### config.mk
export PLATFORM = sky130hd
export DESIGN_NAME = snake_motion_sched_flat
export DESIGN_NICKNAME = d
export VERILOG_FILES = /design/src/rtl/snake_pkg.sv /design/src/rtl/snake_motion_sched_if.sv /design/src/rtl/snake_dir_fsm.sv /design/src/rtl/snake_motion_sched.sv /design/src/flat_wrapper.sv
export SDC_FILE = /design/constraint.sdc
export NUM_CORES = 1
export LEC_CHECK = 0
export CAP_MARGIN = 20
export CORE_MARGIN = 2
export CORE_UTILIZATION = 45
export DETAILED_ROUTE_END_ITERATION = 7
export GPL_TIMING_DRIVEN = 0
export HOLD_SLACK_MARGIN = 0.06
export MAX_ROUTING_LAYER = met4
export PLACE_DENSITY_LB_ADDON = 0.08
export SYNTH_ARGS = -nofsm -noshare
export SYNTH_HDL_FRONTEND = slang
export SYNTH_HIERARCHICAL = 1
export SYNTH_SLANG_ARGS = --single-unit
### constraint.sdc
create_clock -name frame_clk -period 1.6 [get_ports frame_clk]
set_clock_uncertainty 0.1 [all_clocks]
set_input_delay 0.32 -clock frame_clk [delete_from_list [all_inputs] [get_ports frame_clk]]
set_output_delay 0.32 -clock frame_clk [all_outputs]
set_load 0.005 [all_outputs]
### src/rtl/snake_pkg.sv
// Shared types, key constants and motion helper for the snake motion scheduler.
// Exports: dir_t, state_t, motion_t, key_req_t, keycode constants, MW,
//          motion_vec(), opposite(), decode_wasd(), decode_arrow().
package snake_pkg;

    localparam int unsigned MW = 10;

    typedef enum logic [1:0] {
        UP    = 2'd0,
        LEFT  = 2'd1,
        DOWN  = 2'd2,
        RIGHT = 2'd3
    } dir_t;

    typedef enum logic [1:0] {
        IDLE  = 2'd0,
        MOVE  = 2'd1,
        KNOCK = 2'd2
    } state_t;

    typedef struct packed {
        logic [MW-1:0] x;
        logic [MW-1:0] y;
    } motion_t;

    typedef struct packed {
        logic valid;
        dir_t dir;
    } key_req_t;

    localparam logic [7:0] KEY_W     = 8'h1A;
    localparam logic [7:0] KEY_A     = 8'h04;
    localparam logic [7:0] KEY_S     = 8'h16;
    localparam logic [7:0] KEY_D     = 8'h07;
    localparam logic [7:0] KEY_UP    = 8'h52;
    localparam logic [7:0] KEY_LEFT  = 8'h50;
    localparam logic [7:0] KEY_DOWN  = 8'h51;
    localparam logic [7:0] KEY_RIGHT = 8'h4F;

    localparam logic [MW-1:0] ZERO_M = '0;

    // Signed {x,y} increment of magnitude mag along heading d (up = -Y, left = -X).
    function automatic motion_t motion_vec(dir_t d, logic [MW-1:0] mag);
        motion_t m;
        m = '0;
        case (d)
            UP:      m.y = ZERO_M - mag;
            LEFT:    m.x = ZERO_M - mag;
            DOWN:    m.y = mag;
            default: m.x = mag;
        endcase
        return m;
    endfunction

    function automatic dir_t opposite(dir_t d);
        return dir_t'(d ^ 2'b10);
    endfunction

    function automatic key_req_t decode_wasd(logic [7:0] k);
        key_req_t r;
        r.valid = 1'b1;
        r.dir   = UP;
        case (k)
            KEY_W:   r.dir = UP;
            KEY_A:   r.dir = LEFT;
            KEY_S:   r.dir = DOWN;
            KEY_D:   r.dir = RIGHT;
            default: r.valid = 1'b0;
        endcase
        return r;
    endfunction

    function automatic key_req_t decode_arrow(logic [7:0] k);
        key_req_t r;
        r.valid = 1'b1;
        r.dir   = UP;
        case (k)
            KEY_UP:    r.dir = UP;
            KEY_LEFT:  r.dir = LEFT;
            KEY_DOWN:  r.dir = DOWN;
            KEY_RIGHT: r.dir = RIGHT;
            default:   r.valid = 1'b0;
        endcase
        return r;
    endfunction

endpackage

### src/rtl/snake_motion_sched_if.sv
// Bus between game logic and the motion scheduler.
// Inputs to the scheduler: run, keycode, hit1, hit2.
// Outputs: dir1/2, x_motion1/2, y_motion1/2, moving1/2, knock1/2.
interface snake_motion_sched_if;
    import snake_pkg::*;

    logic          run;
    logic [15:0]   keycode;
    logic          hit1;
    logic          hit2;
    logic [1:0]    dir1;
    logic [1:0]    dir2;
    logic [MW-1:0] x_motion1;
    logic [MW-1:0] y_motion1;
    logic [MW-1:0] x_motion2;
    logic [MW-1:0] y_motion2;
    logic          moving1;
    logic          moving2;
    logic          knock1;
    logic          knock2;

    modport master (
        output run, keycode, hit1, hit2,
        input  dir1, dir2, x_motion1, y_motion1, x_motion2, y_motion2,
               moving1, moving2, knock1, knock2
    );

    modport slave (
        input  run, keycode, hit1, hit2,
        output dir1, dir2, x_motion1, y_motion1, x_motion2, y_motion2,
               moving1, moving2, knock1, knock2
    );

endinterface

### src/rtl/snake_dir_fsm.sv
// Per-snake heading FSM (IDLE/MOVE/KNOCK) with pending request, knock counter
// and hit edge detector.
// Ports: frame_clk, Reset (async active-low), run, req_valid/req_dir (decoded
//        key), step_tick, hit (level); outputs dir, x_motion, y_motion,
//        moving, knock (all registered).
module snake_dir_fsm
    import snake_pkg::*;
#(
    parameter int unsigned SPEED        = 1,
    parameter int unsigned KNOCK_FRAMES = 8,
    parameter int unsigned KNOCK_SPEED  = 2
) (
    input  logic          frame_clk,
    input  logic          Reset,
    input  logic          run,
    input  logic          req_valid,
    input  dir_t          req_dir,
    input  logic          step_tick,
    input  logic          hit,
    output dir_t          dir,
    output logic [MW-1:0] x_motion,
    output logic [MW-1:0] y_motion,
    output logic          moving,
    output logic          knock
);

    localparam int unsigned   KW         = (KNOCK_FRAMES > 1) ? $clog2(KNOCK_FRAMES) : 1;
    localparam logic [KW-1:0] KNOCK_LOAD = KW'(KNOCK_FRAMES - 1);
    localparam logic [MW-1:0] SPEED_M    = MW'(SPEED);
    localparam logic [MW-1:0] KNOCK_M    = MW'(KNOCK_SPEED);

    state_t        state, state_n;
    dir_t          dir_n;
    logic          pend_valid, pend_valid_n;
    dir_t          pend_dir, pend_dir_n;
    logic [KW-1:0] knock_cnt, knock_cnt_n;
    logic          hit_q;
    logic          hit_rise;
    logic          eff_valid;
    dir_t          eff_dir;
    motion_t       mot_n;
    logic          moving_n, knock_n;

    assign hit_rise = hit & ~hit_q;

    // Next-state and next-output decision for this frame.
    always_comb begin
        state_n      = state;
        dir_n        = dir;
        pend_valid_n = pend_valid;
        pend_dir_n   = pend_dir;
        knock_cnt_n  = knock_cnt;
        mot_n        = '0;
        eff_valid    = pend_valid;
        eff_dir      = pend_dir;

        if (run) begin
            case (state)
                IDLE: begin
                    if (req_valid) begin
                        state_n = MOVE;
                        dir_n   = req_dir;
                    end
                end
                MOVE: begin
                    if (hit_rise) begin
                        state_n      = KNOCK;
                        knock_cnt_n  = KNOCK_LOAD;
                        pend_valid_n = 1'b0;
                        mot_n        = motion_vec(opposite(dir), KNOCK_M);
                    end else begin
                        // Newest request overwrites pending; reversal is judged at the step.
                        if (req_valid) begin
                            eff_valid = 1'b1;
                            eff_dir   = req_dir;
                        end
                        pend_valid_n = eff_valid;
                        pend_dir_n   = eff_dir;
                        if (step_tick) begin
                            if (eff_valid && (eff_dir != opposite(dir))) begin
                                dir_n = eff_dir;
                            end
                            pend_valid_n = 1'b0;
                            mot_n        = motion_vec(dir_n, SPEED_M);
                        end
                    end
                end
                KNOCK: begin
                    if (hit_rise) begin
                        knock_cnt_n = KNOCK_LOAD;
                        mot_n       = motion_vec(opposite(dir), KNOCK_M);
                    end else if (knock_cnt == '0) begin
                        state_n      = MOVE;
                        pend_valid_n = 1'b0;
                    end else begin
                        knock_cnt_n = knock_cnt - KW'(1);
                        mot_n       = motion_vec(opposite(dir), KNOCK_M);
                    end
                end
                default: begin
                    state_n = IDLE;
                end
            endcase
        end

        moving_n = (state_n == MOVE);
        knock_n  = (state_n == KNOCK);
    end

    // State and registered outputs; hit_q tracks the level even while frozen.
    always_ff @(posedge frame_clk or negedge Reset) begin
        if (!Reset) begin
            state      <= IDLE;
            dir        <= UP;
            pend_valid <= 1'b0;
            pend_dir   <= UP;
            knock_cnt  <= '0;
            hit_q      <= 1'b0;
            x_motion   <= '0;
            y_motion   <= '0;
            moving     <= 1'b0;
            knock      <= 1'b0;
        end else begin
            state      <= state_n;
            dir        <= dir_n;
            pend_valid <= pend_valid_n;
            pend_dir   <= pend_dir_n;
            knock_cnt  <= knock_cnt_n;
            hit_q      <= hit;
            x_motion   <= mot_n.x;
            y_motion   <= mot_n.y;
            moving     <= moving_n;
            knock      <= knock_n;
        end
    end

endmodule

### src/rtl/snake_motion_sched.sv
// Motion scheduler for both snakes: key decode, shared step divider and two
// heading FSMs.
// Ports: frame_clk, Reset (async active-low), bus (slave side of
//        snake_motion_sched_if carrying run/keycode/hits in, headings and
//        per-frame increments out).
module snake_motion_sched
    import snake_pkg::*;
#(
    parameter int unsigned STEP_DIV     = 2,
    parameter int unsigned SPEED        = 1,
    parameter int unsigned KNOCK_FRAMES = 8,
    parameter int unsigned KNOCK_SPEED  = 2
) (
    input  logic                  frame_clk,
    input  logic                  Reset,
    snake_motion_sched_if.slave   bus
);

    localparam int unsigned   SW        = (STEP_DIV > 1) ? $clog2(STEP_DIV) : 1;
    localparam logic [SW-1:0] STEP_LAST = SW'(STEP_DIV - 1);

    logic [SW-1:0] step_cnt;
    logic          step_tick;
    key_req_t      lo1, hi1, req1;
    key_req_t      lo2, hi2, req2;
    dir_t          dir1, dir2;

    // Key decode: lower byte has priority per snake.
    always_comb begin
        lo1  = decode_wasd(bus.keycode[7:0]);
        hi1  = decode_wasd(bus.keycode[15:8]);
        lo2  = decode_arrow(bus.keycode[7:0]);
        hi2  = decode_arrow(bus.keycode[15:8]);
        req1 = lo1.valid ? lo1 : hi1;
        req2 = lo2.valid ? lo2 : hi2;
    end

    // Shared step divider, frozen while not running.
    always_ff @(posedge frame_clk or negedge Reset) begin
        if (!Reset) begin
            step_cnt <= '0;
        end else if (bus.run) begin
            step_cnt <= (step_cnt == STEP_LAST) ? '0 : step_cnt + SW'(1);
        end
    end

    assign step_tick = bus.run && (step_cnt == STEP_LAST);

    snake_dir_fsm #(
        .SPEED        (SPEED),
        .KNOCK_FRAMES (KNOCK_FRAMES),
        .KNOCK_SPEED  (KNOCK_SPEED)
    ) u_snake1 (
        .frame_clk (frame_clk),
        .Reset     (Reset),
        .run       (bus.run),
        .req_valid (req1.valid),
        .req_dir   (req1.dir),
        .step_tick (step_tick),
        .hit       (bus.hit1),
        .dir       (dir1),
        .x_motion  (bus.x_motion1),
        .y_motion  (bus.y_motion1),
        .moving    (bus.moving1),
        .knock     (bus.knock1)
    );

    snake_dir_fsm #(
        .SPEED        (SPEED),
        .KNOCK_FRAMES (KNOCK_FRAMES),
        .KNOCK_SPEED  (KNOCK_SPEED)
    ) u_snake2 (
        .frame_clk (frame_clk),
        .Reset     (Reset),
        .run       (bus.run),
        .req_valid (req2.valid),
        .req_dir   (req2.dir),
        .step_tick (step_tick),
        .hit       (bus.hit2),
        .dir       (dir2),
        .x_motion  (bus.x_motion2),
        .y_motion  (bus.y_motion2),
        .moving    (bus.moving2),
        .knock     (bus.knock2)
    );

    assign bus.dir1 = dir1;
    assign bus.dir2 = dir2;

endmodule

### src/flat_wrapper.sv
// flat-port wrapper written by rule: the top's interface ports become plain ports
module snake_motion_sched_flat import snake_pkg::*;
#(
    parameter int unsigned STEP_DIV     = 2,
    parameter int unsigned SPEED        = 1,
    parameter int unsigned KNOCK_FRAMES = 8,
    parameter int unsigned KNOCK_SPEED  = 2
)
  (frame_clk, Reset, bus_run, bus_keycode, bus_hit1, bus_hit2, bus_dir1, bus_dir2, bus_x_motion1, bus_y_motion1, bus_x_motion2, bus_y_motion2, bus_moving1, bus_moving2, bus_knock1, bus_knock2);
  snake_motion_sched_if bus_i ();
  input  logic frame_clk;
  input  logic Reset;
  input wire logic [$bits(bus_i.run)-1:0] bus_run;
  input wire logic [$bits(bus_i.keycode)-1:0] bus_keycode;
  input wire logic [$bits(bus_i.hit1)-1:0] bus_hit1;
  input wire logic [$bits(bus_i.hit2)-1:0] bus_hit2;
  output wire logic [$bits(bus_i.dir1)-1:0] bus_dir1;
  output wire logic [$bits(bus_i.dir2)-1:0] bus_dir2;
  output wire logic [$bits(bus_i.x_motion1)-1:0] bus_x_motion1;
  output wire logic [$bits(bus_i.y_motion1)-1:0] bus_y_motion1;
  output wire logic [$bits(bus_i.x_motion2)-1:0] bus_x_motion2;
  output wire logic [$bits(bus_i.y_motion2)-1:0] bus_y_motion2;
  output wire logic [$bits(bus_i.moving1)-1:0] bus_moving1;
  output wire logic [$bits(bus_i.moving2)-1:0] bus_moving2;
  output wire logic [$bits(bus_i.knock1)-1:0] bus_knock1;
  output wire logic [$bits(bus_i.knock2)-1:0] bus_knock2;
  assign bus_i.run = bus_run;
  assign bus_i.keycode = bus_keycode;
  assign bus_i.hit1 = bus_hit1;
  assign bus_i.hit2 = bus_hit2;
  assign bus_dir1 = bus_i.dir1;
  assign bus_dir2 = bus_i.dir2;
  assign bus_x_motion1 = bus_i.x_motion1;
  assign bus_y_motion1 = bus_i.y_motion1;
  assign bus_x_motion2 = bus_i.x_motion2;
  assign bus_y_motion2 = bus_i.y_motion2;
  assign bus_moving1 = bus_i.moving1;
  assign bus_moving2 = bus_i.moving2;
  assign bus_knock1 = bus_i.knock1;
  assign bus_knock2 = bus_i.knock2;
  snake_motion_sched #(.STEP_DIV(STEP_DIV), .SPEED(SPEED), .KNOCK_FRAMES(KNOCK_FRAMES), .KNOCK_SPEED(KNOCK_SPEED)) u_core (.frame_clk(frame_clk), .Reset(Reset), .bus(bus_i));
endmodule
==> qor.yml, run 1 <==
timing:
  fin_crit_ns: 2.06
  finalSetupViolCount: 49
  period_share_pct: 129
  maxSlewHeadroom_pct: 40.8
  finalMaxSlewViolations: 0
  hold_violations: 0
  max_clock_freq_ghz: 0.485
  whs_ns: 0.0465
  grt_setup_unrepaired: "true"
  tightest_slew_ns: 0.889
  setup_slack_ns: -0.461
finish:
  areaGrowthSynthToFinish_pct: 60.4
  drive_gt1_share_pct: 47.3
  nFillCells: 436
  nNetsFinal: 458
  fin_area_um2: 4480
  n_antenna_cell: 0
  post-route-util_pct: 75.2
cts:
  ctsHoldBuffers: 0
  cts_tree: "built"
  clkLatencyLatePin_ns: 0.29
  clk_pin_slew_ns: 0.07
  cts_buffers: 5
  cts.sinks: 39
  cts_buffer_depth: 2
  clockRootBuffer: "clkbuf_8"
  htree_num_levels: 2
setup_path:
  crit_arrival_ns: 2.14
  crit_fanout: 4
  cp-start-kind: "input port"
  cp-end-kind: "flip-flop"
  crit_required_ns: 1.68
  critPathKind: "in2reg"
detailed_routing:
  vias: 2541
  wl_per_cell_um: 13.9
  totalWireLength_mm: 6.96
  ant_nets: 0
  via_per_inst: 5.08
  drc: 0
  dr.pass1.iters: 4
  drt_iter0_markers: 56
floorplanning:
  rows: 28
  die_w_um: 82.8
  start_util_pct: 46.9
  coreArea_um2: 5960
  die_h_um: 82.8
  io_pins: 69
  die_area_um2: 6850
power:
  power_leakage_nw: 2.15
  p_sw_mw: 1.50
  internal_power_mw: 2.73
  powerDensity_nw_per_um2: 945
  clock_power_share_pct: 16.0
  vdd_drop_max_uv: 764
  power_frac_comb_pct: 53.6
  p_sw_share_pct: 35.6
  power_frac_seq_pct: 30.4
synthesis:
  avgSynthCellArea_um2: 9.19
  yosysSeqAreaShare_pct: 34.9
  synthSimpleGateAreaFrac_pct: 20.7
  yosys_warnings: 6
  ys_ff_latch: 39
  synth_top_family_by_area: "simple AND/OR/NAND/NOR gates"
  synth-adder-area-share_pct: 5.38
  syn_nets: 337
  netlist_instances: 304
  synth_mux_area_share_pct: 6.00
  ys_async_sr_fraction_pct: 100
  yosysUniqueCellTypes: 49
  synth_xor_area_share_pct: 3.14
  synthFlopType: "dfrtp_1"
  netlist_area_um2: 2790
  synth_compound_area_share_pct: 16.5
  synth-edff-count: 0
grt:
  antenna_found_initial: 0
  grt_overflow: 0
  grt_max_degree: 40
  grt_usage_pct: 20.7
  first_global_vias: 2426
  grt_pass1_wl_mm: 10.8
place:
  dp_hpwl_mm: 4.24
  place.gp.congestion: 0.848
  pre_cts_ws_ns: -1.32
  place.port_buffers: 62
  placed_area_um2: 3600
hold_path:
  min_path_type: "in2async"
status:
  outcome: "finished, violations left"
  violations: "negative setup slack"
flow_run:
  cap_violations: 0
==> worst max-delay path, stage by stage <==
cell,delay (ns)
buf_8,0.10
or4b_4,0.55
nor2_4,0.12
o2111ai_4,0.13
o311ai_4,0.10
xor2_1,0.10
a22o_2,0.24
mux2i_2,0.16
and2_4,0.14
a31o_1,0.18
==> cells in the mapped netlist, types with 4 or more instances <==
cell type	number	area share, %
buf_4	30	8.1
mux2i_1	10	3.6
a21o_1	4	1.1
a21oi_1	13	2.3
nor2_1	17	2.3
a211oi_1	5	1.3
o21ai_0	11	2.0
and2_1	5	1.1
ha_1	12	5.4
nand3_1	7	1.3
nand2b_1	8	1.8
inv_1	11	1.5
nand2_1	26	3.5
buf_6	5	2.0
nand4_1	7	1.6
xor2_1	10	3.1
mux2_2	6	2.4
a31oi_1	6	1.3
nor2b_1	10	2.2
dfrtp_1	39	35
nor3_1	4	0.72
buf_2	7	1.3
==> power groups by stage <==
stage | clock network, mW | logic [mW] | registers [mW]
global placement | 0 | 1.53 | 1.32
floorplan | 0 | 1.09 | 1.31
CTS | 0.700 | 2.01 | 1.28
global route | 0.742 | 2.46 | 1.31
finish | 0.675 | 2.27 | 1.29
detailed placement | 0 | 1.55 | 1.33
==> area by class of cell <==
cell class	instances	area, um2	share of cell area, %
buffer	44	380	8.49
clock buffer	6	82.6	1.84
clock inverter	1	5.00	0.112
inverter	11	41.3	0.922
multi-input combinational	209	1860	41.4
sequential	39	980	21.9
tap	75	93.8	2.09
timing repair buffer	115	1040	23.2
==> flip-flops by register name, summed over array words and instances, names as in the netlist, 2 cells and up <==
register / cells
u_core/u_snake2/dir: 2
u_core/u_snake1/pend_dir: 2
u_core/u_snake1/x_motion: 3
u_core/u_snake2/state: 2
u_core/u_snake1/y_motion: 3
u_core/u_snake2/x_motion: 3
u_core/u_snake2/pend_dir: 2
u_core/u_snake2/knock_cnt: 3
u_core/u_snake1/dir: 2
u_core/u_snake1/knock_cnt: 3
u_core/u_snake1/state: 2
u_core/u_snake2/y_motion: 3
==> per-stage QoR <==
stage,instances,total power [mW],TNS [ns]
floorplan,304,2.41,-7.70
global placement,441,2.86,-62.48
detailed placement,441,2.88,-29.85
CTS,493,3.99,-9.91
global route,500,4.51,-15.24
finish,500,4.23,-10.59
==> per-layer routing <==
metal / GRT usage [%] / part of all wire (%) / up-vias
met2: 38.1 / 55 / 36
met5: - / 0 / -
met1: 23.3 / 41 / 1227
li1: - / - / 1268
met4: 5.41 / 1.2 / 0
met3: 3.25 / 2.6 / 10
==> logic make-up (layout without fill, tap and decap cells) <==
logic type | count (synthesis) | in the layout
simple gates | 105 | 105
compound gates | 66 | 66
mux | 16 | 16
xor+xnor | 10 | 10
flops | 39 | 39
fa+ha+maj | 12 | 12
buf+inv | 56 | 177
==> final timing paths <==
path / startpoint / cells past startpoint / end / slack (ns)
max: bus_keycode[9] / 10 / u_core/u_snake2/x_motion[8] / -0.46
max reg2reg: u_core/u_snake2/state[1] / 7 / u_core/u_snake2/x_motion[8] / -0.26
max in group asynchronous: Reset / 1 / u_core/u_snake2/dir[1] / 0.74
min reg2reg: u_core/step_cnt / 1 / u_core/step_cnt / 0.37
min in group frame_clk: bus_run / 2 / u_core/step_cnt / 0.34
min: Reset / 1 / u_core/u_snake1/dir[1] / 0.05
==> placed cells by master, fill, tap and decap left out, types with 4 or more instances in the layout <==
cell type	n
o21ai_2	7
nor2_4	4
nand2b_1	8
a21oi_2	7
dfrtp_1	36
dlygate4sd2_1	7
nand3_1	4
clkbuf_8	7
inv_1	10
buf_6	18
nand2_1	23
mux2i_1	9
xor2_1	8
nor2_1	11
a21oi_1	5
buf_2	4
o21ai_1	4
a31oi_1	5
nand4_1	7
clkdlybuf4s50_1	31
a21o_1	4
buf_4	84
mux2_2	5
ha_1	7
nor2b_1	9
==> repair_timing <==
item	CTS	global route
setup buffers	46	9
gates resized for setup	117	55
pin swaps	26	33
setup endpoints to repair	71	55
(Power assumes the default switching activity.)
==> run 2, diff against run 1 <==
CTS_CLUSTER_DIAMETER = 120   (was unset)
TNS_END_PERCENT = 30   (was unset)
==> qor.yml, run 2 (same netlist as run 1, synthesis figures left out) <==
finish:
  areaGrowthSynthToFinish_pct: 57.4
  post-route-util_pct: 73.8
  final_common_cell: "buf_4"
  final_cells: 497
  n_antenna_cell: 0
  nNetsFinal: 454
  drive_gt1_share_pct: 46.2
  layout_common_cells: "82 x buf_4, 37 x dfrtp_1, 30 x clkdlybuf4s50_1, 24 x nand2_1, 19 x buf_6"
timing:
  period_share_pct: 131
  finalMaxSlewViolations: 0
  fin_crit_ns: 2.10
  setup_slack_ns: -0.504
  maxSlewHeadroom_pct: 42.9
  max_clock_freq_ghz: 0.475
  hold_violations: 0
  finalSetupViolCount: 49
  setup-tns-final_ns: -10.65
  tightest_slew_ns: 0.857
  grt_setup_unrepaired: "true"
power:
  powerDensity_nw_per_um2: 954
  power_leakage_nw: 2.09
  vdd_drop_max_uv: 721
floorplanning:
  die_area_um2: 6850
  rows: 28
  start_util_pct: 46.9
  coreArea_um2: 5960
  die_h_um: 82.8
  io_pins: 69
  die_w_um: 82.8
detailed_routing:
  ant_nets: 0
  vias: 2553
  totalWireLength_mm: 6.93
  wl_per_cell_um: 13.9
  dr.pass1.iters: 4
  drc: 0
  via_per_inst: 5.14
  drt_iter0_markers: 63
setup_path:
  cp-end-kind: "flip-flop"
  crit_fanout: 4
  crit_arrival_ns: 2.18
  crit_required_ns: 1.68
  critPathKind: "in2reg"
  cp-start-kind: "input port"
cts:
  cts.sinks: 39
  clk_pin_slew_ns: 0.08
  cts_tree: "built"
  cts_buffer_depth: 2
  htree_num_levels: 2
  cts_buffers: 5
  ctsHoldBuffers: 0
  clkLatencyLatePin_ns: 0.29
  clockRootBuffer: "clkbuf_8"
hold_path:
  min_path_type: "in2async"
grt:
  grt_pass1_wl_mm: 9.77
  grt_max_degree: 40
  first_global_vias: 2259
  grt_usage_pct: 18.8
  antenna_found_initial: 0
  grt_overflow: 0
place:
  place.port_buffers: 62
  place.gp.congestion: 0.884
  dp.cells: 441
  dp_hpwl_mm: 4.35
status:
  outcome: "finished, violations left"
  violations: "negative setup slack"
flow_run:
  cap_violations: 0
[run 2: stage by stage]
stage          setup WS [ns]  power (mW)  hold slack, ns  cell area [um2]
6_report              -0.504        4.19          0.0248             4400
5_1_grt               -0.537        4.46           0.115             4400
4_1_cts               -0.484        3.73          0.0629             4020
3_5_place_dp           -1.32        2.80           0.349             3530
3_3_place_gp           -1.29        2.77           0.347             3530
2_1_floorplan         -0.678        2.32         -0.0756             2820
[run 2: routing by layer]
layer | vias up | GRT usage, % | wire length [um]
li1 | 1264 | - | -
met1 | 1228 | 21.2 | 2820
met5 | - | - | 0
met4 | 0 | 5.57 | 94
met2 | 52 | 34.2 | 3780
met3 | 9 | 3.25 | 227
[run 2: where the power goes]
part	leakage (nW)	internal (mW)	switching [mW]
sequential	0.487	1.17	0.155
combinational	1.56	1.15	0.979
clock	0.0505	0.392	0.345
total	2.09	2.71	1.48
[run 2: final cells by class]
type | instances | area (um2)
fillers | 434 | 1560
clock buffers | 7 | 96.3
flip-flops and latches | 39 | 978
inverters | 11 | 41.3
clock inverters | 1 | 7.51
well taps | 75 | 93.8
repair buffers | 110 | 958
multi-input cells | 209 | 1810
plain buffers | 45 | 413
[run 2: path summary, 6_finish.rpt]
check	startpoint	to	slack, ns	cells past startpoint
min in group frame_clk	u_core/step_cnt	u_core/step_cnt	0.36	1
worst min register to register	u_core/step_cnt	u_core/step_cnt	0.36	1
max in group asynchronous	Reset	u_core/u_snake1/x_motion[8]	0.80	1
worst min-delay path	Reset	u_core/u_snake1/pend_dir[1]	0.02	1
worst max-delay path	bus_keycode[9]	u_core/u_snake2/x_motion[8]	-0.50	10
worst max register to register	u_core/u_snake2/state[1]	u_core/u_snake2/x_motion[8]	-0.15	7
[run 2: timing repair]
action                     4_1_cts  5_1_grt
buffers inserted                25       25
setup endpoints to repair       72       53
pin swaps                       26       27
resized for setup              121       51
[run 2: critical path, cell delays in order]
cell	delay [ns]
buf_8	0.10
or4b_4	0.55
nor2_4	0.10
o2111ai_2	0.14
o311ai_4	0.11
xor2_1	0.11
a22o_2	0.24
mux2i_2	0.16
and2_4	0.15
a31o_1	0.18
==> run 3, diff against run 2 <==
SLEW_MARGIN = 40   (was unset)
==> qor.yml, run 3 (same netlist as run 1, synthesis figures left out) <==
grt:
  grt_usage_pct: 19.6
  grt_overflow: 0
  first_global_vias: 2339
  antenna_found_initial: 0
  grt_max_degree: 40
  grt_pass1_wl_mm: 10.3
timing:
  tightest_slew_ns: 0.481
  fin_crit_ns: 2.10
  period_share_pct: 131
  finalMaxSlewViolations: 0
  setup_slack_ns: -0.500
  hold_violations: 0
  finalSetupViolCount: 50
  max_clock_freq_ghz: 0.476
  maxSlewHeadroom_pct: 67.9
  grt_setup_unrepaired: "true"
detailed_routing:
  drt_iter0_markers: 99
  vias: 2509
  totalWireLength_mm: 6.62
  via_per_inst: 5.17
  drc: 0
  wl_per_cell_um: 13.6
  dr.pass1.iters: 4
  ant_nets: 0
power:
  vdd_drop_max_uv: 704
  clock_power_share_pct: 18.5
  p_sw_mw: 1.39
  power_frac_comb_pct: 48.1
  internal_power_mw: 2.56
  powerDensity_nw_per_um2: 938
  power_frac_seq_pct: 33.4
  p_total_mw: 3.94
  p_sw_share_pct: 35.2
  power_leakage_nw: 2.03
place:
  dp_hpwl_mm: 4.36
  place.gp.congestion: 0.884
  place.port_buffers: 62
  pre_cts_ws_ns: -1.31
hold_path:
  worstHoldStart: "u_core/step_cnt"
  min_path_type: "reg2reg"
setup_path:
  crit_required_ns: 1.68
  crit_fanout: 3
  cp-start-kind: "input port"
  reg2reg_slack_ns: -0.23
  crit_arrival_ns: 2.18
  worst_r2r_startpoint: "u_core/u_snake1/state[0]"
  cp-startpoint: "bus_keycode[9]"
  critPathKind: "in2reg"
  cp-end-kind: "flip-flop"
finish:
  final_common_cell: "buf_4"
  layout_common_cells: "72 x buf_4, 36 x dfrtp_1, 29 x clkdlybuf4s50_1, 25 x nand2_1, 19 x buf_6"
  drive_gt1_share_pct: 41.5
  areaGrowthSynthToFinish_pct: 50.5
  n_antenna_cell: 0
  nNetsFinal: 442
status:
  violations: "negative setup slack"
  outcome: "finished, violations left"
cts:
  clockRootBuffer: "clkbuf_8"
  clkLatencyLatePin_ns: 0.29
  clk_pin_slew_ns: 0.08
  cts_tree: "built"
  cts_buffers: 5
  cts_buffer_depth: 2
  cts.sinks: 39
  htree_num_levels: 2
flow_run:
  cap_violations: 0
floorplanning:
  die_area_um2: 6850
  coreArea_um2: 5960
  die_w_um: 82.8
  rows: 28
  die_h_um: 82.8
  io_pins: 69
  start_util_pct: 46.9
run 3: final cells by class:
cell class / count / area [um2]
buffer: 45 / 385
clock buffer: 7 / 96.3
clock inverter: 1 / 7.51
fill: 453 / 1750
inverter: 11 / 41.3
multi-input combinational: 209 / 1740
sequential: 39 / 980
tap: 75 / 93.8
timing repair buffer: 98 / 856
run 3: timing repair:
action / 4_1_cts / 5_1_grt
resized for setup: 115 / 33
hold buffers: 1 / 0
cloned: 1 / 0
endpoints found under the hold margin: 39 / 0
pin swaps: 34 / 19
buffers inserted: 23 / 11
endpoints found under the setup margin: 72 / 55
run 3: worst max-delay path, cell delays in order:
cell,delay [ns]
buf_8,0.10
or4b_4,0.55
nor2_4,0.12
o2111ai_4,0.13
o311ai_4,0.11
xor2_1,0.11
a22o_2,0.24
mux2i_1,0.14
and2_1,0.17
a31o_1,0.18
run 3: final timing paths:
| kind | end | depth (start not counted) |
|---|---|---|
| setup / recovery | u_core/u_snake2/x_motion[8] | 10 |
| hold / removal | u_core/step_cnt | 1 |
| setup reg to reg | u_core/u_snake1/knock_cnt[2] | 7 |
| hold reg to reg | u_core/step_cnt | 1 |
| max in group asynchronous | u_core/u_snake2/dir[1] | 2 |
| min in group asynchronous | u_core/u_snake1/dir[0] | 2 |
run 3: per-stage QoR:
step	area [um2]	utilization, %	TNS, ns	std cells	hold WS, ns
floorplan	2820	-	-8.91	304	-0.0756
global placement	3530	59.3	-63.20	441	0.347
detailed placement	3530	59.3	-30.67	441	0.227
CTS	4010	67.3	-11.06	474	0.364
global route	4200	70.6	-16.11	485	0.386
finish	4200	70.6	-11.97	485	0.360
run 3: power groups by stage:
stage	clock [mW]	combinational [mW]	sequential (mW)
floorplan	0	1.01	1.31
global placement	0	1.45	1.32
detailed placement	0	1.47	1.33
CTS	0.765	1.68	1.31
global route	0.805	2.07	1.34
finish	0.730	1.90	1.32
run 3: metal layers:
layer,vias to the layer above,track usage (%),part of all wire (%)
li1,1243,-,-
met1,1216,22.7,42
met2,50,35.1,54
met3,0,3.35,3.8
met4,0,5.41,0
met5,-,-,0
